**src/rtl/prefetch_fetch_unit.sv**
```systemverilog
`default_nettype none
// ============================================================================
// Module   : prefetch_fetch_unit
// Brief    : Sequential instruction fetch with prefetch FIFO, multiple
//            outstanding memory requests and branch/jump redirection.
// Revision : 1.0 - initial release
// ============================================================================
module prefetch_fetch_unit #(
    parameter int                    ADDR_WIDTH      = 32,
    parameter int                    WORD_WIDTH      = 32,
    parameter int                    FIFO_DEPTH      = 4,
    parameter int                    MAX_OUTSTANDING = 2,
    parameter logic [ADDR_WIDTH-1:0] BOOT_ADDR       = '0
) (
    input  logic                  clk,
    input  logic                  rst,
    input  logic                  req_i,
    input  logic [ADDR_WIDTH-1:0] target_addr_i,
    input  logic                  target_valid_i,
    output logic [WORD_WIDTH-1:0] instr_o,
    output logic [ADDR_WIDTH-1:0] pc_o,
    output logic                  instr_valid_o,
    input  logic                  instr_ready_i,
    output logic                  instr_req_o,
    output logic [ADDR_WIDTH-1:0] instr_addr_o,
    input  logic                  instr_gnt_i,
    input  logic                  instr_rvalid_i,
    input  logic [WORD_WIDTH-1:0] instr_rdata_i
);

    localparam int c_cnt_w  = $clog2(MAX_OUTSTANDING + 2);
    localparam int c_ptr_w  = (FIFO_DEPTH > 1) ? $clog2(FIFO_DEPTH) : 1;
    localparam int c_fcnt_w = $clog2(FIFO_DEPTH + 1);
    localparam int c_sum_w  = c_cnt_w + c_fcnt_w;

    localparam logic [c_cnt_w-1:0]    c_max_out = c_cnt_w'(MAX_OUTSTANDING);
    localparam logic [c_sum_w-1:0]    c_depth   = c_sum_w'(FIFO_DEPTH);
    localparam logic [c_ptr_w-1:0]    c_last    = c_ptr_w'(FIFO_DEPTH - 1);
    localparam logic [ADDR_WIDTH-1:0] c_step    = ADDR_WIDTH'(4);

    logic [ADDR_WIDTH-1:0] r_fetch_addr;
    logic [ADDR_WIDTH-1:0] r_exp_pc;
    logic [c_cnt_w-1:0]    r_outstanding;
    logic [c_cnt_w-1:0]    r_discard;
    logic                  r_req;
    logic [ADDR_WIDTH-1:0] r_addr;
    logic [ADDR_WIDTH-1:0] r_pc_mem   [FIFO_DEPTH];
    logic [WORD_WIDTH-1:0] r_word_mem [FIFO_DEPTH];
    logic [c_ptr_w-1:0]    r_wr_ptr;
    logic [c_ptr_w-1:0]    r_rd_ptr;
    logic [c_fcnt_w-1:0]   r_count;

    logic                  w_gnt;
    logic                  w_held;
    logic                  w_rsp;
    logic                  w_valid;
    logic                  w_pop;
    logic                  w_push;
    logic [c_cnt_w-1:0]    w_out_next;
    logic [c_fcnt_w-1:0]   w_count_next;
    logic [c_sum_w-1:0]    w_credit;
    logic                  w_issue_seq;
    logic                  w_issue_redir;
    logic                  w_issue;
    logic [ADDR_WIDTH-1:0] w_target;
    logic [ADDR_WIDTH-1:0] w_issue_addr;
    logic                  w_unused_addr_bits;

    function automatic logic [c_ptr_w-1:0] f_next_ptr(input logic [c_ptr_w-1:0] p);
        return (p == c_last) ? '0 : p + c_ptr_w'(1);
    endfunction

    // A response arriving with nothing outstanding is ignored so the counters cannot underflow.
    assign w_gnt        = r_req & instr_gnt_i;
    assign w_held       = r_req & ~instr_gnt_i;
    assign w_rsp        = instr_rvalid_i & (r_outstanding != '0);
    assign w_valid      = (r_count != '0);
    assign w_pop        = w_valid & instr_ready_i;
    assign w_push       = w_rsp & (r_discard == '0) & ~target_valid_i;
    assign w_out_next   = r_outstanding + c_cnt_w'(w_gnt) - c_cnt_w'(w_rsp);
    assign w_count_next = r_count + c_fcnt_w'(w_push) - c_fcnt_w'(w_pop);
    assign w_credit     = c_sum_w'(w_count_next) + c_sum_w'(w_out_next);
    assign w_target     = {target_addr_i[ADDR_WIDTH-1:2], 2'b00};

    assign w_issue_seq   = ~w_held & req_i & ~target_valid_i &
                           (w_out_next < c_max_out) & (w_credit < c_depth);
    // A redirect empties the FIFO, so the target fetch only needs request credit.
    assign w_issue_redir = ~w_held & req_i & target_valid_i &
                           (w_out_next < c_max_out) & (c_sum_w'(w_out_next) < c_depth);
    assign w_issue       = w_issue_seq | w_issue_redir;
    assign w_issue_addr  = target_valid_i ? w_target : r_fetch_addr;

    assign w_unused_addr_bits = ^target_addr_i[1:0];

    always_ff @(posedge clk) begin
        if (rst) begin
            r_fetch_addr  <= BOOT_ADDR;
            r_exp_pc      <= BOOT_ADDR;
            r_outstanding <= '0;
            r_discard     <= '0;
            r_req         <= 1'b0;
            r_addr        <= BOOT_ADDR;
            r_wr_ptr      <= '0;
            r_rd_ptr      <= '0;
            r_count       <= '0;
        end else begin
            r_outstanding <= w_out_next;

            if (w_issue) begin
                r_req        <= 1'b1;
                r_addr       <= w_issue_addr;
                r_fetch_addr <= w_issue_addr + c_step;
            end else begin
                if (!w_held) begin
                    r_req <= 1'b0;
                end
                if (target_valid_i) begin
                    r_fetch_addr <= w_target;
                end
            end

            if (target_valid_i) begin
                // Everything in flight, plus a request still waiting for its grant, is stale.
                r_exp_pc  <= w_target;
                r_discard <= w_out_next + c_cnt_w'(w_held);
                r_wr_ptr  <= '0;
                r_rd_ptr  <= '0;
                r_count   <= '0;
            end else begin
                if (w_rsp && (r_discard != '0)) begin
                    r_discard <= r_discard - c_cnt_w'(1);
                end
                if (w_push) begin
                    r_wr_ptr <= f_next_ptr(r_wr_ptr);
                    r_exp_pc <= r_exp_pc + c_step;
                end
                if (w_pop) begin
                    r_rd_ptr <= f_next_ptr(r_rd_ptr);
                end
                r_count <= w_count_next;
            end
        end
    end

    always_ff @(posedge clk) begin
        if (w_push) begin
            r_pc_mem[r_wr_ptr]   <= r_exp_pc;
            r_word_mem[r_wr_ptr] <= instr_rdata_i;
        end
    end

    assign instr_valid_o = w_valid;
    assign instr_o       = w_valid ? r_word_mem[r_rd_ptr] : '0;
    assign pc_o          = w_valid ? r_pc_mem[r_rd_ptr]   : '0;
    assign instr_req_o   = r_req;
    assign instr_addr_o  = r_addr;

`ifndef SYNTHESIS
    always @(posedge clk) begin
        if (!rst) begin
            assert (!(instr_rvalid_i && (r_outstanding == '0)))
                else $error("prefetch_fetch_unit: rvalid with no outstanding request");
        end
    end
`endif

endmodule
`default_nettype wire

```
**config.mk**
```make
export PLATFORM = sky130hd
export DESIGN_NAME = prefetch_fetch_unit
export DESIGN_NICKNAME = d
export VERILOG_FILES = /design/src/rtl/prefetch_fetch_unit.sv
export SDC_FILE = /design/constraint.sdc
export NUM_CORES = 1
export LEC_CHECK = 0
export ABC_AREA = 1
export BUFFER_PORTS_ARGS = -buffer_cell sky130_fd_sc_hd__buf_2
export CAP_MARGIN = 20
export CORE_ASPECT_RATIO = 0.9
export CORE_MARGIN = 4
export CORE_UTILIZATION = 35
export CTS_CLUSTER_SIZE = 16
export DETAILED_ROUTE_END_ITERATION = 16
export GPL_TIMING_DRIVEN = 0
export PLACE_DENSITY = 0.6
export SKIP_CTS_REPAIR_TIMING = 1
export SLEW_MARGIN = 20
export SYNTH_ARGS = -nofsm -noshare
export SYNTH_HDL_FRONTEND = slang
export SYNTH_SLANG_ARGS = --single-unit
```
**constraint.sdc**
```tcl
create_clock -name clk -period 10.8 [get_ports clk]
set_clock_uncertainty 0.05 [all_clocks]
set_input_delay 2.16 -clock clk [delete_from_list [all_inputs] [get_ports clk]]
set_output_delay 2.16 -clock clk [all_outputs]
set_load 0.01 [all_outputs]
```
==> out/metrics.cfg <==
[status]
status=completed

[critical_path]
crit_required_ns=11.20
slowest_delay_ns=0.50
slowest_stage=fa_1
crit_type=input port to flip-flop
path_common_cell=nand2_1
rr_endpoint=r_fetch_addr[13]$_SDFF_PP0_
worst_path_dominant_cell_family=simple AND/OR/NAND/NOR gates
crit_fanout=10
crit_path_start_kind=input port
crit_chain=buf_2, o21ai_1, nor2_1, inv_2, nor2_4, buf_2, nand2_1, nand2_1, ha_1, inv_1, fa_1, inv_1, ha_1, nand3_1, nand2_1, nand3b_1, nand2_1, nand2_2, inv_2, buf_2, buf_2, nand2_1, a21oi_1
rrSetupSlack_ns=6.28
r2r_start=r_discard[0]$_SDFFE_PP0P_
path_buf_inv=8
cp.arrival_ns=6.17
end_kind=flip-flop
r2r_cells=24

[power]
power_density_mw_per_mm2=183.2
ir_worst_vdd_mv=0.1177
p_leak_nw=7.075

[drt]
wl_per_cell_um=17.97
finalWirelength_um=45000
viasPerCell=4.975
drc=0
firstDrtPassIters=6
drt_iter0_drc=1089
vias=12460
drtAntennaViolNets=0

[final_layout]
instances_no_fill=2504
area_growth_pct=19.42
fin_nets=1970
fill_cells=4271
final_layout_size_suffix_gt1_share_pct=14.60

[timing]
finalCriticalPeriod_ns=5.774
maxSlewViolCount=0
fmax_mhz=173.2
final-hold-violation-count=0
worstMarginPinSlew_ns=1.048
setup_tns_ns=0
min_period_over_period_pct=53.46
relSlewSlack_pct=29.77
rsz0062_at_grt=no
setup-violations-final=0

[yosys]
synth_area_leader_cell=edfxtp_1
ys.flop_type=edfxtp_1
postSynthCellCount=1670
netlist_area_mm2=0.01552
ys_seq_area_share_pct=61.90
synth_area_leaders=edfxtp_1 48%, dfxtp_1 14%, nor2_1 8.8%, nand2_1 6.7%, o21ai_0 6.0%
ys_ff_latch=356
yosys.cell_types.count=41
synth_edf_count=248
async_flop_share_pct=0
synth_top_area_share_pct=47.97
syn_area_per_cell_um2=9.296
yosys_warnings=0

[global_route]
antenna_found_initial=1
grt_pass1_vias=12130
grt_max_degree=23
gr-total-overflow=0
grt_pass1_wl_um=69250
gr-usage-all-layers_pct=18.41

[floorplan]
ioPinCount=169
start_util_pct=35.75
die_h_um=207.8
fp.dieW_um=230.0
fp-row-count=72
core_mm2=0.04342
die_area_mm2=0.04779

[hold_path]
min_to=r_fetch_addr[0]$_SDFF_PP0_
hold_start=r_fetch_addr[0]$_SDFF_PP0_
hold_path_depth=2
hold_class=flip-flop to flip-flop

[clock_network]
htree_levels=2
clockRootBuffer=clkbuf_16
clk_pin_slew_ns=0.06
cts_sinks=356
numCtsBuffers=39
clk_path_buf_depth=3
insertion_delay_ns=0.54
cts_tree=built

[placement]
portBuffers=163
hpwlAfterDp_um=31530
gp_congestion=0.9140
dp.cells=2436

[job]
maxCapViolations=0

==> synth_stat cells, types with 14 or more instances <==
library cell  instances
nor2_1              362
nand2_1             278
edfxtp_1            248
o21ai_0             185
a21oi_1             132
dfxtp_1             108
inv_1               106
clkbuf_1             50
nand3_1              38
nor3_1               20
xor2_1               18
a31oi_1              14
==> through the flow <==
step	utilization (%)	hold WS (ns)	power, W	cell area (um^2)	worst slack, ns
finish	42.69	0.4180	0.003397	18540	5.026
global route	42.69	0.4548	0.003560	18540	4.735
CTS	42.69	0.4164	0.003425	18540	5.095
detailed placement	39.94	0.4048	0.002166	17340	4.555
global placement	39.34	0.4019	0.002148	17080	2.080
floorplan	-	0.3757	0.001946	15530	4.730
==> tightest hold or removal path, cell delays in order (launching register included) <==
cell and delay [ns]:
dfxtp_1 0.30, nand2_1 0.09, nor2_1 0.04
==> sequential cells by signal, indices dropped and copies added, names as in the netlist, named ones only <==
name / count
r_wr_ptr: 2
r_count: 3
r_outstanding: 2
instr_addr_o: 32
r_pc_mem: 120
r_rd_ptr: 2
instr_req_o: 1
r_fetch_addr: 32
r_exp_pc: 30
r_discard: 2
r_word_mem: 128
==> logic make-up (layout without fill, tap and decap cells) <==
group | after synthesis | after routing | synth area share, %
flops | 356 | 356 | 61.90
simple gates | 731 | 731 | 18.80
xor+xnor | 20 | 20 | 1.128
other cells | 1 | 3 | 0.02416
compound gates | 354 | 354 | 11.95
fa+ha+maj | 14 | 14 | 1.177
buf+inv | 194 | 434 | 5.021
==> cell usage in the layout, fill, tap and decap left out, drive strengths merged, types with 2 or more instances in the layout <==
cell / instances
dfxtp: 108
nand4: 7
o21ai: 187
inv: 115
nor3: 21
xnor2: 2
o21a: 3
ha: 13
conb: 2
clkinvlp: 3
a21oi: 132
clkinv: 8
nor2: 370
nand2: 288
nand3: 38
a31oi: 14
edfxtp: 248
a221oi: 3
xor2: 18
a211oi: 7
o211ai: 2
or2: 2
clkbuf: 102
nand3b: 3
buf: 205
o211a: 2
==> layout make-up <==
class,count,area [um^2],area share [%]
sequential,356,9609,51.84
multi-input combinational,1121,5169,27.88
clock buffer,52,1055,5.690
timing repair buffer,173,1046,5.643
tap,592,740.7,3.996
inverter,112,420.4,2.268
buffer,82,359.1,1.937
clock inverter,15,136.4,0.7357
antenna,1,2.502,0.01350
==> power by group <==
group / switching, W / total, W / internal, W
registers: 0.0000569 / 0.00162 / 0.00156
logic: 0.000353 / 0.000521 / 0.000168
clock network: 0.000541 / 0.00126 / 0.000716
total: 0.000951 / 0.00340 / 0.00245
==> layer usage <==
layer / part of all wire (%) / global-route usage, % / routed length (um) / up-vias
met5: 0 / 0 / 0 / -
met4: 2.7 / 5.568 / 1230 / 0
met3: 6.3 / 2.977 / 2848 / 75
met2: 45 / 29.69 / 20430 / 436
met1: 46 / 25.65 / 20490 / 5877
li1: - / - / - / 6069
==> worst max-delay path by stage <==
stage          slack, ns                           end  cells after the start           start
2_1_floorplan       4.73     r_pc_mem[0][10]$_DFFE_PP_                      7  instr_rvalid_i
3_3_place_gp        2.08   r_word_mem[1][18]$_DFFE_PP_                      8  instr_rvalid_i
3_5_place_dp        4.55   r_fetch_addr[13]$_SDFF_PP0_                     23  instr_rvalid_i
4_1_cts             5.10   r_fetch_addr[13]$_SDFF_PP0_                     23  instr_rvalid_i
5_1_grt             4.74  instr_addr_o[0]$_SDFFE_PP0P_                     22  instr_rvalid_i
6_report            5.03   r_fetch_addr[13]$_SDFF_PP0_                     23  instr_rvalid_i
Power figures use the tool's default switching activity.
